File: src/rtl/mouse_init_ctrl_pkg.sv
// PS/2 command and response codes, controller states and the init step ROM
// shared by the mouse init sequencer.
package mouse_pkg;

  localparam logic [7:0] CMD_RESET  = 8'hFF;
  localparam logic [7:0] CMD_ENABLE = 8'hF4;
  localparam logic [7:0] RSP_ACK    = 8'hFA;
  localparam logic [7:0] RSP_BAT    = 8'hAA;
  localparam logic [7:0] RSP_ID     = 8'h00;
  localparam logic [7:0] RSP_RESEND = 8'hFE;

  localparam logic [2:0] LAST_STEP  = 3'd5;
  localparam logic [2:0] BAT_STEP   = 3'd2;

  typedef enum logic [3:0] {
    ST_IDLE,
    ST_INHIBIT,
    ST_RTS,
    ST_TX,
    ST_TXACK,
    ST_RX,
    ST_CHECK,
    ST_DONE,
    ST_ERR
  } state_t;

  typedef struct packed {
    logic       is_send;
    logic [7:0] data;
  } step_t;

  // Send steps carry the command byte, expect steps the reply to compare against
  function automatic step_t step_rom(input logic [2:0] idx);
    step_t s;
    case (idx)
      3'd0:    s = '{is_send: 1'b1, data: CMD_RESET};
      3'd1:    s = '{is_send: 1'b0, data: RSP_ACK};
      3'd2:    s = '{is_send: 1'b0, data: RSP_BAT};
      3'd3:    s = '{is_send: 1'b0, data: RSP_ID};
      3'd4:    s = '{is_send: 1'b1, data: CMD_ENABLE};
      default: s = '{is_send: 1'b0, data: RSP_ACK};
    endcase
    return s;
  endfunction

  function automatic logic step_is_send(input logic [2:0] idx);
    step_t s;
    s = step_rom(idx);
    return s.is_send;
  endfunction

  function automatic logic [7:0] step_byte(input logic [2:0] idx);
    step_t s;
    s = step_rom(idx);
    return s.data;
  endfunction

endpackage

File: src/rtl/mouse_init_ctrl_sync_edge.sv
// Two-flop synchroniser for the PS/2 clock and data pads plus a falling-edge
// detector on the synchronised clock.
module ps2_sync_edge (
  input  logic clk,
  input  logic rst,
  input  logic i_msclk,
  input  logic i_msdat,
  output logic o_msdat,
  output logic o_fall
);

  logic [1:0] r_clk_sync;
  logic [1:0] r_dat_sync;
  logic       r_clk_prev;

  // Idle bus level is high, so resetting to 1 avoids a false edge after reset
  always_ff @(posedge clk or posedge rst) begin
    if (rst) begin
      r_clk_sync <= 2'b11;
      r_dat_sync <= 2'b11;
      r_clk_prev <= 1'b1;
    end else begin
      r_clk_sync <= {r_clk_sync[0], i_msclk};
      r_dat_sync <= {r_dat_sync[0], i_msdat};
      r_clk_prev <= r_clk_sync[1];
    end
  end

  assign o_msdat = r_dat_sync[1];
  assign o_fall  = r_clk_prev & ~r_clk_sync[1];

endmodule

File: src/rtl/mouse_init_ctrl.sv
// Host-side PS/2 init sequencer: resets the mouse, checks its replies, enables
// streaming and then hands the bus to the mouse receiver.
module mouse_init_ctrl
  import mouse_pkg::*;
#(
  parameter int INHIBIT_CYC  = 5000,
  parameter int TIMEOUT_CYC  = 1000000,
  parameter int SELFTEST_CYC = 40000000,
  parameter int MAX_RETRY    = 3
) (
  input  logic       clk,
  input  logic       rst,
  input  logic       start,
  input  logic       msclk_in,
  input  logic       msdat_in,
  output logic       msclk_oe,
  output logic       msdat_oe,
  output logic       busy,
  output logic       ready,
  output logic       error,
  output logic [7:0] rx_byte,
  output logic       rx_valid
);

  localparam int MAX_A   = (INHIBIT_CYC > TIMEOUT_CYC) ? INHIBIT_CYC : TIMEOUT_CYC;
  localparam int MAX_CYC = (MAX_A > SELFTEST_CYC) ? MAX_A : SELFTEST_CYC;
  localparam int CW      = $clog2(MAX_CYC) + 1;
  localparam int RW      = $clog2(MAX_RETRY + 1);

  localparam logic [CW-1:0] INH_LAST    = CW'(INHIBIT_CYC - 1);
  localparam logic [CW-1:0] TO_LAST     = CW'(TIMEOUT_CYC - 1);
  localparam logic [CW-1:0] BAT_LAST    = CW'(SELFTEST_CYC - 1);
  localparam logic [RW-1:0] RETRY_LIMIT = RW'(MAX_RETRY);

  state_t        r_state;
  logic [2:0]    r_step;
  logic [RW-1:0] r_retry;
  logic [CW-1:0] r_cnt;
  logic [3:0]    r_bitcnt;
  logic          r_txbit;
  logic [9:0]    r_rxsh;
  logic [7:0]    r_rx_byte;
  logic          r_rx_valid;

  logic          w_dat;
  logic          w_fall;
  logic [7:0]    w_step_byte;
  logic          w_next_send;
  logic [9:0]    w_txframe;
  logic [10:0]   w_frame;
  logic          w_rx_good;
  logic          w_waiting;
  logic          w_timeout;
  logic          w_resend;
  logic          w_fail;
  logic [RW-1:0] w_retry_inc;

  ps2_sync_edge u_sync (
    .clk     (clk),
    .rst     (rst),
    .i_msclk (msclk_in),
    .i_msdat (msdat_in),
    .o_msdat (w_dat),
    .o_fall  (w_fall)
  );

  // Frame assembly and every condition that aborts the current attempt
  always_comb begin
    w_step_byte = step_byte(r_step);
    w_next_send = step_is_send(r_step + 3'd1);
    w_txframe   = {1'b1, ~^w_step_byte, w_step_byte};
    w_frame     = {w_dat, r_rxsh};
    w_rx_good   = !w_frame[0] && w_frame[10] && (^w_frame[9:1]);
    w_waiting   = (r_state == ST_TX) || (r_state == ST_TXACK) || (r_state == ST_RX);
    w_timeout   = w_waiting && !w_fall &&
                  (r_cnt == ((r_step == BAT_STEP) ? BAT_LAST : TO_LAST));
    w_resend    = (r_state == ST_CHECK) && (r_rx_byte == RSP_RESEND) &&
                  ((r_step == 3'd1) || (r_step == LAST_STEP));
    w_fail      = w_timeout ||
                  ((r_state == ST_TXACK) && w_fall && w_dat) ||
                  ((r_state == ST_RX) && w_fall && (r_bitcnt == 4'd10) && !w_rx_good) ||
                  ((r_state == ST_CHECK) && !w_resend && (r_rx_byte != w_step_byte));
    w_retry_inc = r_retry + RW'(1);
  end

  always_ff @(posedge clk or posedge rst) begin
    if (rst) begin
      r_state    <= ST_IDLE;
      r_step     <= '0;
      r_retry    <= '0;
      r_cnt      <= '0;
      r_bitcnt   <= '0;
      r_txbit    <= 1'b1;
      r_rxsh     <= '0;
      r_rx_byte  <= '0;
      r_rx_valid <= 1'b0;
    end else begin
      r_rx_valid <= 1'b0;
      r_cnt      <= (w_fall && (r_state != ST_INHIBIT)) ? '0 : r_cnt + CW'(1);
      if (w_fail || w_resend) begin
        r_retry <= w_retry_inc;
        r_cnt   <= '0;
        if (w_retry_inc == RETRY_LIMIT) begin
          r_state <= ST_ERR;
        end else begin
          r_state <= ST_INHIBIT;
          r_step  <= w_fail ? 3'd0 : r_step - 3'd1;
        end
      end else begin
        case (r_state)
          ST_IDLE: begin
            r_state <= ST_INHIBIT;
            r_cnt   <= '0;
          end
          ST_INHIBIT: begin
            if (r_cnt == INH_LAST) begin
              r_state <= ST_RTS;
              r_cnt   <= '0;
            end
          end
          ST_RTS: begin
            r_state  <= ST_TX;
            r_cnt    <= '0;
            r_bitcnt <= '0;
            r_txbit  <= 1'b0;
          end
          // Stop bit already on the line when the count hits 10
          ST_TX: begin
            if (w_fall) begin
              if (r_bitcnt == 4'd10) begin
                r_state <= ST_TXACK;
                r_txbit <= 1'b1;
              end else begin
                r_txbit  <= w_txframe[r_bitcnt];
                r_bitcnt <= r_bitcnt + 4'd1;
              end
            end
          end
          ST_TXACK: begin
            if (w_fall) begin
              r_state  <= ST_RX;
              r_step   <= r_step + 3'd1;
              r_bitcnt <= '0;
            end
          end
          ST_RX: begin
            if (w_fall) begin
              r_rxsh <= w_frame[10:1];
              if (r_bitcnt == 4'd10) begin
                r_rx_byte  <= w_frame[8:1];
                r_rx_valid <= 1'b1;
                r_state    <= ST_CHECK;
              end else begin
                r_bitcnt <= r_bitcnt + 4'd1;
              end
            end
          end
          ST_CHECK: begin
            r_cnt    <= '0;
            r_bitcnt <= '0;
            if (r_step == LAST_STEP) begin
              r_state <= ST_DONE;
            end else begin
              r_step  <= r_step + 3'd1;
              r_state <= w_next_send ? ST_INHIBIT : ST_RX;
            end
          end
          ST_DONE, ST_ERR: begin
            if (start) begin
              r_state <= ST_INHIBIT;
              r_step  <= '0;
              r_retry <= '0;
              r_cnt   <= '0;
            end
          end
          default: r_state <= ST_IDLE;
        endcase
      end
    end
  end

  assign msclk_oe = (r_state == ST_INHIBIT);
  assign msdat_oe = ((r_state == ST_INHIBIT) && (r_cnt == INH_LAST)) ||
                    (r_state == ST_RTS) || ((r_state == ST_TX) && !r_txbit);
  assign busy     = !((r_state == ST_IDLE) || (r_state == ST_DONE) || (r_state == ST_ERR));
  assign ready    = (r_state == ST_DONE);
  assign error    = (r_state == ST_ERR);
  assign rx_byte  = r_rx_byte;
  assign rx_valid = r_rx_valid;

endmodule

File: config.mk
export PLATFORM = sky130hd
export DESIGN_NAME = mouse_init_ctrl
export DESIGN_NICKNAME = d
export VERILOG_FILES = /design/src/rtl/mouse_init_ctrl_pkg.sv /design/src/rtl/mouse_init_ctrl_sync_edge.sv /design/src/rtl/mouse_init_ctrl.sv
export SDC_FILE = /design/constraint.sdc
export NUM_CORES = 1
export LEC_CHECK = 0
export CORE_MARGIN = 10
export CORE_UTILIZATION = 39
export CTS_BUF_LIST = sky130_fd_sc_hd__clkbuf_8
export CTS_CLUSTER_SIZE = 28
export DETAILED_ROUTE_END_ITERATION = 7
export SYNTH_ARGS = -nofsm -noshare
export SYNTH_HDL_FRONTEND = slang
export SYNTH_SLANG_ARGS = --single-unit
export TNS_END_PERCENT = 50
File: constraint.sdc
create_clock -name clk -period 3 [get_ports clk]
set_input_delay 0.75 -clock clk [delete_from_list [all_inputs] [get_ports clk]]
set_output_delay 0.75 -clock clk [all_outputs]
set_load 0.005 [all_outputs]
# Word level (Yosys, flattened, before mapping)
# Index checks and enable logic that the tools add are counted.
# op_classes
addsub	5
order_cmp	1
n_eq_ne	36
muxes	43
bitwise_logic	3
reduce_logical	54
# ops
operator	count
$mux 27	4
$pmux 27 s3	1
$mux 4	12
$pmux 9 s4	1
$pmux 4 s8	1
$pmux 8 s4	1
$add 27x1->27 const B	1
$eq 27x13->1 const B	1
$eq 27x26->1	1
$mux 26	1
$mux 3	8
$eq 4x3->1 const B	4
$logic_and 1x1->1	16
$eq 3x2->1 const B	4
$pmux 4 s3	1
$logic_or 1x1->1	11
$reduce_and 5->1	2
$eq 3x3->1 const B	3
$ne 3x2->1 const B	3
$ne 3x3->1 const B	3
$pmux 3 s3	1
$reduce_xor 9->1	1
$eq 4x2->1 const B	2
$eq 4x4->1 const B	2
other kinds (33)	57
# word_totals
ff_bits	65
inputBits	5
elab_cells	154

# Logic depth before layout (Yosys ltp)
# Gate-level depths: netlist of run 1.
# depth
ltp_word	11
depth_mapped	12

# Modules after synthesis
# A second synthesis of run 1 with hierarchy kept.
# hier_totals
hier_cells	382
hier_area_um2	3673.5
# by_module_without_submodules
mod	instances	cells_each	area_per_inst_um2
mouse_init_ctrl	1	375	3524.6
ps2_sync_edge	1	7	148.9

# Worst setup path after synthesis of run 1
# Ideal clock, no wire load.
# synth_path
kind	reg2reg
from	register r_step[1]
to	register r_step[2]
arrival_time_ns	2.700
t_required_ns	2.923
setup_slack_ns	0.223
stages_incl_launch_ff	12
n_path_buf	2
cell_sequence	dfrtp_1 inv_1 ha_1 clkbuf_1 or4b_1 a32oi_1 nand3_1 a211oi_2 buf_2 mux2i_1 a21oi_1 a21oi_1
# synth_between
elab_chain_len	10
word_cells_on_any_way	34
cone_classes	add/sub: 2; eq/ne: 11; mux: 8; reduce/logical: 13
# synth_lines
item	line	text
from (decl)	mouse_init_ctrl.sv:36	logic [2:0] r_step;
from (signal assigned)	mouse_init_ctrl.sv:107	r_step <= w_fail ? 3'd0 : r_step - 3'd1;
from (signal assigned)	mouse_init_ctrl.sv:142	r_step <= r_step + 3'd1;
from (signal assigned)	mouse_init_ctrl.sv:164	r_step <= r_step + 3'd1;
$eq 3x2->1, or another cell as far along	mouse_init_ctrl_pkg.sv:35, mouse_init_ctrl.sv:76	
$mux 26 / $logic_or 1x1->1 (equally long branches)	mouse_init_ctrl.sv:76, mouse_init_ctrl.sv:78	
$eq 27x26->1 / $logic_and 1x1->1 (equally long branches)	mouse_init_ctrl.sv:76, mouse_init_ctrl.sv:77	
$logic_and 1x1->1 / $logic_not 1->1 (equally long branches)	mouse_init_ctrl.sv:75, mouse_init_ctrl.sv:82	
$logic_or 1x1->1 / $logic_and 1x1->1 (equally long branches)	mouse_init_ctrl.sv:79, mouse_init_ctrl.sv:82	
$logic_or 1x1->1 / $logic_and 1x1->1 (equally long branches)	mouse_init_ctrl.sv:80, mouse_init_ctrl.sv:82	
$logic_or 1x1->1	mouse_init_ctrl.sv:81	((r_state == ST_RX) && w_fall && (r_bitcnt == 4'd10) && !w_rx_good) ||
$logic_or 1x1->1 / $mux 3 (equally long branches)	mouse_init_ctrl.sv:100, mouse_init_ctrl.sv:107	
$ne 3x2->1 (no line), or another cell as far along	n/a	
$reduce_and 5->1 (no line) / $mux 3 (equally long branches)	n/a	
# Several ways; a longest one is shown, not always the timed one. The select of a mux whose other input is x is not followed.
# A chain may end at the register's enable or synchronous reset.

# Final worst setup path of run 1
# layout_path
from	register r_cnt[6]
to	output port msdat_oe
# layout_between
elab_chain_len	4
# layout_lines
item	line	text
from (decl)	mouse_init_ctrl.sv:38	logic [CW-1:0] r_cnt;
from (signal assigned)	mouse_init_ctrl.sv:99	r_cnt <= (w_fall && (r_state != ST_INHIBIT)) ? '0 : r_cnt + CW'(1);
$eq 27x13->1	mouse_init_ctrl.sv:183	assign msdat_oe = ((r_state == ST_INHIBIT) && (r_cnt == INH_LAST)) ||
$logic_and 1x1->1	mouse_init_ctrl.sv:183	
$logic_or 1x1->1	mouse_init_ctrl.sv:183	
$logic_or 1x1->1	mouse_init_ctrl.sv:184	(r_state == ST_RTS) || ((r_state == ST_TX) && !r_txbit);
to (decl)	mouse_init_ctrl.sv:17	output logic msdat_oe,
# Every way passes these cells.

==> impl_metrics.yaml, run 1 <==
floorplanning:
  die_y_um: 117
  coreArea_um2: 9240
  rows: 35
  ioPinCount: 19
  dieArea_um2: 13700
  initial_core_util_pct: 39.9
  die-width_um: 117
yosys:
  synth_nets: 400
  netlist-cell-type-count: 61
  synthFlopType: "dfrtp_1"
  synth_area_per_cell_um2: 9.54
  yosysWarnings: 0
  synth_cells: 386
  synth_area_leaders: "dfrtp_1, nor2_1, xnor2_1"
  ys_seq_area_share_pct: 44.4
  synth_edf_count: 0
  yosysTopAreaCell: "dfrtp_1"
  async_reset_ff_share_pct: 100
  synth.cell_area_um2: 3680
  synth-seq-cells: 65
  synth_top_area_share_pct: 40.1
global_routing:
  grt_usage_pct: 12.8
  grt_antenna_before_repair: 0
  grt_max_degree: 41
  overflow: 0
  grt_pass1_wl_mm: 14.0
  grt_pass1_vias: 2866
cells_and_area:
  area_growth_pct: 18.5
  antenna_cells: 0
  fill_cells: 896
  drive_gt1_share_pct: 18.7
  final_common_cell: "dfrtp_1"
  multiInputGateArea_um2: 1950
  regArea_um2: 1640
  final_nets: 437
  mostFrequentLayoutCells: "dfrtp_1, nor2_1, nand2_1"
  finalNonFillerCells: 557
cts:
  clk_pin_slew_ns: 0.07
  clock_sinks: 65
  insertion_delay_ns: 0.35
  postCtsSetupBuffers: 0
  cts_max_level: 3
  cts_tree: "done"
  cts_root_buffer: "clkbuf_8"
  clk_path_buf_depth: 2
  cts_buffers: 9
drt:
  vias_per_cell: 5.14
  via_count: 2863
  dr.first_iter.drc_count: 213
  drcViolationCount: 0
  drtAntennaViolNets: 0
  first_pass_iters: 4
  wire_per_inst_um: 14.6
  wl_mm: 8.13
run_status:
  outcome: "finished clean"
power_and_ir_drop:
  seqPwrFrac_pct: 53.1
  power_density_nw_per_um2: 381
  p_int_mw: 1.27
  vdd_drop_max_uv: 241
  power_mw: 1.66
  p_leak_nw: 1.97
  clkPwrFrac_pct: 45.2
  pwr-share-comb_pct: 1.7
  switchingPower_mw: 0.392
  p_sw_share_pct: 23.5
critical_path:
  path_depth: 6
  path_cells: "or4b_2 -> nor3_2 -> and3_4 -> a22oi_1 -> nor3_1 -> buf_2"
  path_buf_inv: 1
  cp_max_fo: 2
  critPathLaunch: "r_cnt[6]$_DFF_PP0_"
  cp_data_arrival_time_ns: 2.17
  max_stage_delay_ns: 0.68
  reg2reg_slack_ns: 0.21
  critical_path.top_delay_family: "simple AND/OR/NAND/NOR gates"
  reg2reg_depth: 10
  crit_slowest_cell: "or4b_2"
  r2r_end: "r_bitcnt[3]$_DFFE_PP0P_"
  worstPathRequired_ns: 2.25
  cp-end-kind: "output port"
  timing.rr.start: "r_step[1]$_DFFE_PP0P_"
  cp-start-kind: "flip-flop"
  worst-setup-path-type: "flip-flop to output port"
  crit_end: "msdat_oe"
sta:
  fin_crit_ns: 2.92
  setup_viol: 0
  fmax_ghz: 0.342
  drv_slew: 0
  slew_headroom_pct: 54.7
  final.setup.tns_ns: 0
  skew_ns: 0.0116
  worst_pin_slew_ns: 0.678
  finalHoldViolations: 0
  post-route-worst-setup-slack_ns: 0.0774
  rsz0062_at_grt: "yes"
  post-route-period-util_pct: 97.4
placed_design:
  dpl.hpwl_mm: 5.84
  pre_cts_slack_ns: 0.0162
  dpl.cell_count: 541
  port_buffers: 18
  gp_congestion: 0.836
min_path:
  hold_path_depth: 0
  worstHoldPathType: "flip-flop to flip-flop"
job:
  cap_violations: 0
-- synthesized netlist by cell type, types with 10 or more instances --
master,instances
nor2_1,55
mux2_2,10
inv_1,17
dfrtp_1,59
xor2_1,10
nand2_1,30
nand3_1,21
a21oi_1,12
o21ai_0,15
xnor2_1,22
-- area by class of cell --
| class | instances | area share (%) |
|---|---|---|
| clock inverter | 7 | 1.63 |
| timing repair buffer | 41 | 8.26 |
| multi-input combinational | 289 | 44.6 |
| clock buffer | 9 | 2.84 |
| inverter | 17 | 1.46 |
| sequential | 65 | 37.5 |
| tap | 129 | 3.70 |
-- per-stage QoR --
stage | hold WS [ns] | cell area (um^2) | utilization (%)
finish | 0.361 | 4360 | 47.2
global route | 0.366 | 4360 | 47.2
CTS | 0.364 | 4350 | 47.0
detailed placement | 0.348 | 4140 | 44.8
global placement | 0.347 | 4140 | 44.8
floorplan | 0.345 | 3680 | -
-- state kept, by name (all words and copies together), names as in the netlist --
| register | cells |
|---|---|
| r_rxsh | 10 |
| r_step | 3 |
| r_state | 4 |
| u_sync.r_clk_prev | 1 |
| r_txbit | 1 |
| r_retry | 2 |
| u_sync.r_dat_sync | 2 |
| rx_valid | 1 |
| rx_byte | 8 |
| r_bitcnt | 4 |
| u_sync.r_clk_sync | 2 |
| r_cnt | 27 |
-- power by group through the flow --
stage               sequential, mW  combinational, mW  clock, mW
CTS                          0.883             0.0311      0.776
global placement             0.900             0.0307          0
floorplan                    0.900             0.0148          0
global route                 0.884             0.0336      0.816
detailed placement           0.900             0.0311          0
finish                       0.883             0.0291      0.752
-- metal layers --
layer / up-vias / part of all wire [%] / GRT usage [%]
li1: 1422 / - / -
met1: 1384 / 47 / 16.3
met2: 45 / 47 / 20.6
met3: 12 / 3.7 / 2.45
met4: 0 / 1.8 / 6.18
met5: - / 0 / 0
-- worst min-delay path by stage --
stage                              startpoint                             end  slack [ns]
3_3_place_gp   u_sync.r_dat_sync[0]$_DFF_PP1_  u_sync.r_dat_sync[1]$_DFF_PP1_        0.35
5_1_grt        u_sync.r_dat_sync[0]$_DFF_PP1_  u_sync.r_dat_sync[1]$_DFF_PP1_        0.37
3_5_place_dp   u_sync.r_clk_sync[0]$_DFF_PP1_  u_sync.r_clk_sync[1]$_DFF_PP1_        0.35
6_report       u_sync.r_dat_sync[0]$_DFF_PP1_  u_sync.r_dat_sync[1]$_DFF_PP1_        0.36
2_1_floorplan  u_sync.r_clk_sync[0]$_DFF_PP1_  u_sync.r_clk_sync[1]$_DFF_PP1_        0.35
4_1_cts        u_sync.r_dat_sync[0]$_DFF_PP1_  u_sync.r_dat_sync[1]$_DFF_PP1_        0.36
-- timing repair --
item | in CTS | in global routing
setup endpoints to repair | 2 | 53
pin swaps | 3 | 1
hold buffers | 0 | 0
gates resized for setup | 7 | 4
-- logic make-up after synthesis --
kind of cell	Yosys count	synth area share (%)
xor gates and xnor gates	33	8.22
adders and majority gates	9	3.06
AOI/OAI and AO/OA	55	9.99
DFF	65	44.4
and+or+nand+nor	169	23.0
muxes	23	7.81
buffers and inverters	32	3.53
Power figures use the tool's default switching activity.
==> run 2: changes to the inputs <==
- CAP_MARGIN: default -> 15
- CORE_UTILIZATION: 39 -> 60
- GPL_ROUTABILITY_DRIVEN: default -> 0
- PLACE_DENSITY: default -> 0.8
==> run 2 against run 1 <==
Compared with the run above: clock power grew 8.8%; wire length grew 0.90%; non-clock buffer count shrank 2; sequential share of layout area grew 0.16 points; utilization grew 26 points; clock skew shrank 0.0050 ns; die area shrank 30%; hold slack lost 0.0028 ns; critical path depth is the same; highest routed layer unchanged.
==> impl_metrics.yaml, run 2 (synthesized netlist as in run 1, its figures left out) <==
cells_and_area:
  antenna_cells: 0
  area_growth_pct: 18.1
  regArea_um2: 1640
  fill_cells: 442
  final_nets: 435
  drive_gt1_share_pct: 18.8
  multiInputGateArea_um2: 1970
  largest_register: "r_cnt"
  largest_register_ffs: 27
  mostFrequentLayoutCells: "dfrtp_1, nor2_1, nand2_1"
  final_common_cell: "dfrtp_1"
sta:
  rsz0062_at_grt: "yes"
  skew_ns: 0.00659
  post-route-worst-setup-slack_ns: 0.138
  fmax_ghz: 0.349
  finalHoldViolations: 0
  fin_crit_ns: 2.86
  final.setup.tns_ns: 0
  worst_pin_slew_ns: 0.585
  post-route-period-util_pct: 95.4
  drv_slew: 0
  setup_viol: 0
  slew_headroom_pct: 61.0
drt:
  wire_per_inst_um: 16.4
  wl_mm: 8.21
  drcViolationCount: 0
  drtAntennaViolNets: 0
  first_pass_iters: 5
  vias_per_cell: 5.86
  dr.first_iter.drc_count: 226
  via_count: 2937
global_routing:
  grt_usage_pct: 16.9
  overflow: 0
  grt_antenna_before_repair: 0
  grt_pass1_wl_mm: 13.7
  grt_pass1_vias: 2786
  grt_max_degree: 43
critical_path:
  worstPathRequired_ns: 2.25
  crit_slowest_cell: "or4_1"
  reg2reg_slack_ns: 0.15
  path_cells: "or4_1 -> nor2_1 -> and3_4 -> a22oi_1 -> nor3_2 -> clkbuf_2"
  max_stage_delay_ns: 0.60
  cp_max_fo: 3
  r2r_end: "rx_byte[3]$_DFFE_PP0P_"
  cp_data_arrival_time_ns: 2.11
  timing.rr.start: "r_cnt[20]$_DFF_PP0_"
  reg2reg_depth: 9
  cp-start-kind: "flip-flop"
  cp-end-kind: "output port"
  worst-setup-path-type: "flip-flop to output port"
power_and_ir_drop:
  pwr-share-comb_pct: 1.7
  seqPwrFrac_pct: 51.0
  p_int_mw: 1.36
  power_density_nw_per_um2: 398
  switchingPower_mw: 0.374
  clkPwrFrac_pct: 47.3
  vdd_drop_max_uv: 417
  p_sw_share_pct: 21.6
  p_leak_nw: 1.98
  power_mw: 1.73
floorplanning:
  die_y_um: 98.4
  coreArea_um2: 5960
  initial_core_util_pct: 61.8
  dieArea_um2: 9670
  rows: 28
  ioPinCount: 19
  die-width_um: 98.4
placed_design:
  port_buffers: 18
  dpl.hpwl_mm: 5.69
  pre_cts_slack_ns: -0.00541
cts:
  clk_path_buf_depth: 2
  clock_sinks: 65
  cts_buffers: 9
  cts_max_level: 3
  cts_tree: "done"
  clk_pin_slew_ns: 0.07
  cts_root_buffer: "clkbuf_8"
  holdBufCountCts: 0
  insertion_delay_ns: 0.34
min_path:
  hold_path_depth: 0
  whs_endpoint: "u_sync.r_dat_sync[1]$_DFF_PP1_"
  holdCritStartpoint: "u_sync.r_dat_sync[0]$_DFF_PP1_"
  worstHoldPathType: "flip-flop to flip-flop"
job:
  cap_violations: 0
run_status:
  outcome: "finished clean"
## run 2: power by group through the flow
stage,Clock [mW],Sequential [mW],Combinational [mW]
floorplan,0,0.900,0.0148
global placement,0,0.900,0.0300
detailed placement,0,0.900,0.0306
CTS,0.835,0.884,0.0306
global route,0.873,0.884,0.0333
finish,0.818,0.884,0.0292
## run 2: metal layers
layer  vias to the layer above  global-route usage, %  wire length, um
li1                       1416                      -                -
met3                        11                   2.75              354
met5                         -                      0                0
met1                      1442                   22.7             3770
met4                         0                   7.50              120
met2                        68                   25.9             3960
## run 2: worst max-delay path by stage
stage                                startpoint                    end  slack, ns  cells after the start
after floorplan           r_step[1]$_DFFE_PP0P_  r_step[2]$_DFFE_PP0P_       0.22                     11
after global placement       r_cnt[6]$_DFF_PP0_               msdat_oe       0.02                      6
after detailed placement  r_step[1]$_DFFE_PP0P_    r_cnt[16]$_DFF_PP0_     -0.005                      9
after CTS                    r_cnt[6]$_DFF_PP0_               msdat_oe      -0.02                      6
after global routing        r_cnt[16]$_DFF_PP0_               msdat_oe      -0.07                      7
final                       r_cnt[20]$_DFF_PP0_               msdat_oe       0.14                      6
## run 2: timing repair
action,4_1_cts,5_1_grt
endpoints found under the hold margin,0,0
setup buffers,0,1
setup endpoints to repair,8,44
pin swaps,1,2
cloned,0,0
gates resized for setup,4,13
## run 2: final cells by class
type | instances | area share, %
Clock inverter | 7 | 2.22
Multi-Input combinational cell | 289 | 45.4
Sequential cell | 65 | 37.6
Tap cell | 75 | 2.16
Timing Repair Buffer | 39 | 8.31
Clock buffer | 9 | 2.85
Inverter | 17 | 1.47
## run 2: worst max-delay path, delay by kind of cell (launching register included)
kind,cells,cell delay (ns)
and+or+nand+nor,4,1.12
AOI/OAI and AO/OA,1,0.10
DFF,1,0.42
buffers and inverters,1,0.13
## run 2: through the flow
stage	cell area, um^2	hold WS, ns	instances	utilization [%]
2_1_floorplan	3680	0.345	386	-
3_3_place_gp	4070	0.346	484	68.3
3_5_place_dp	4070	0.347	484	68.3
4_1_cts	4300	0.361	500	72.2
5_1_grt	4350	0.363	501	73.0
6_report	4350	0.358	501	73.0
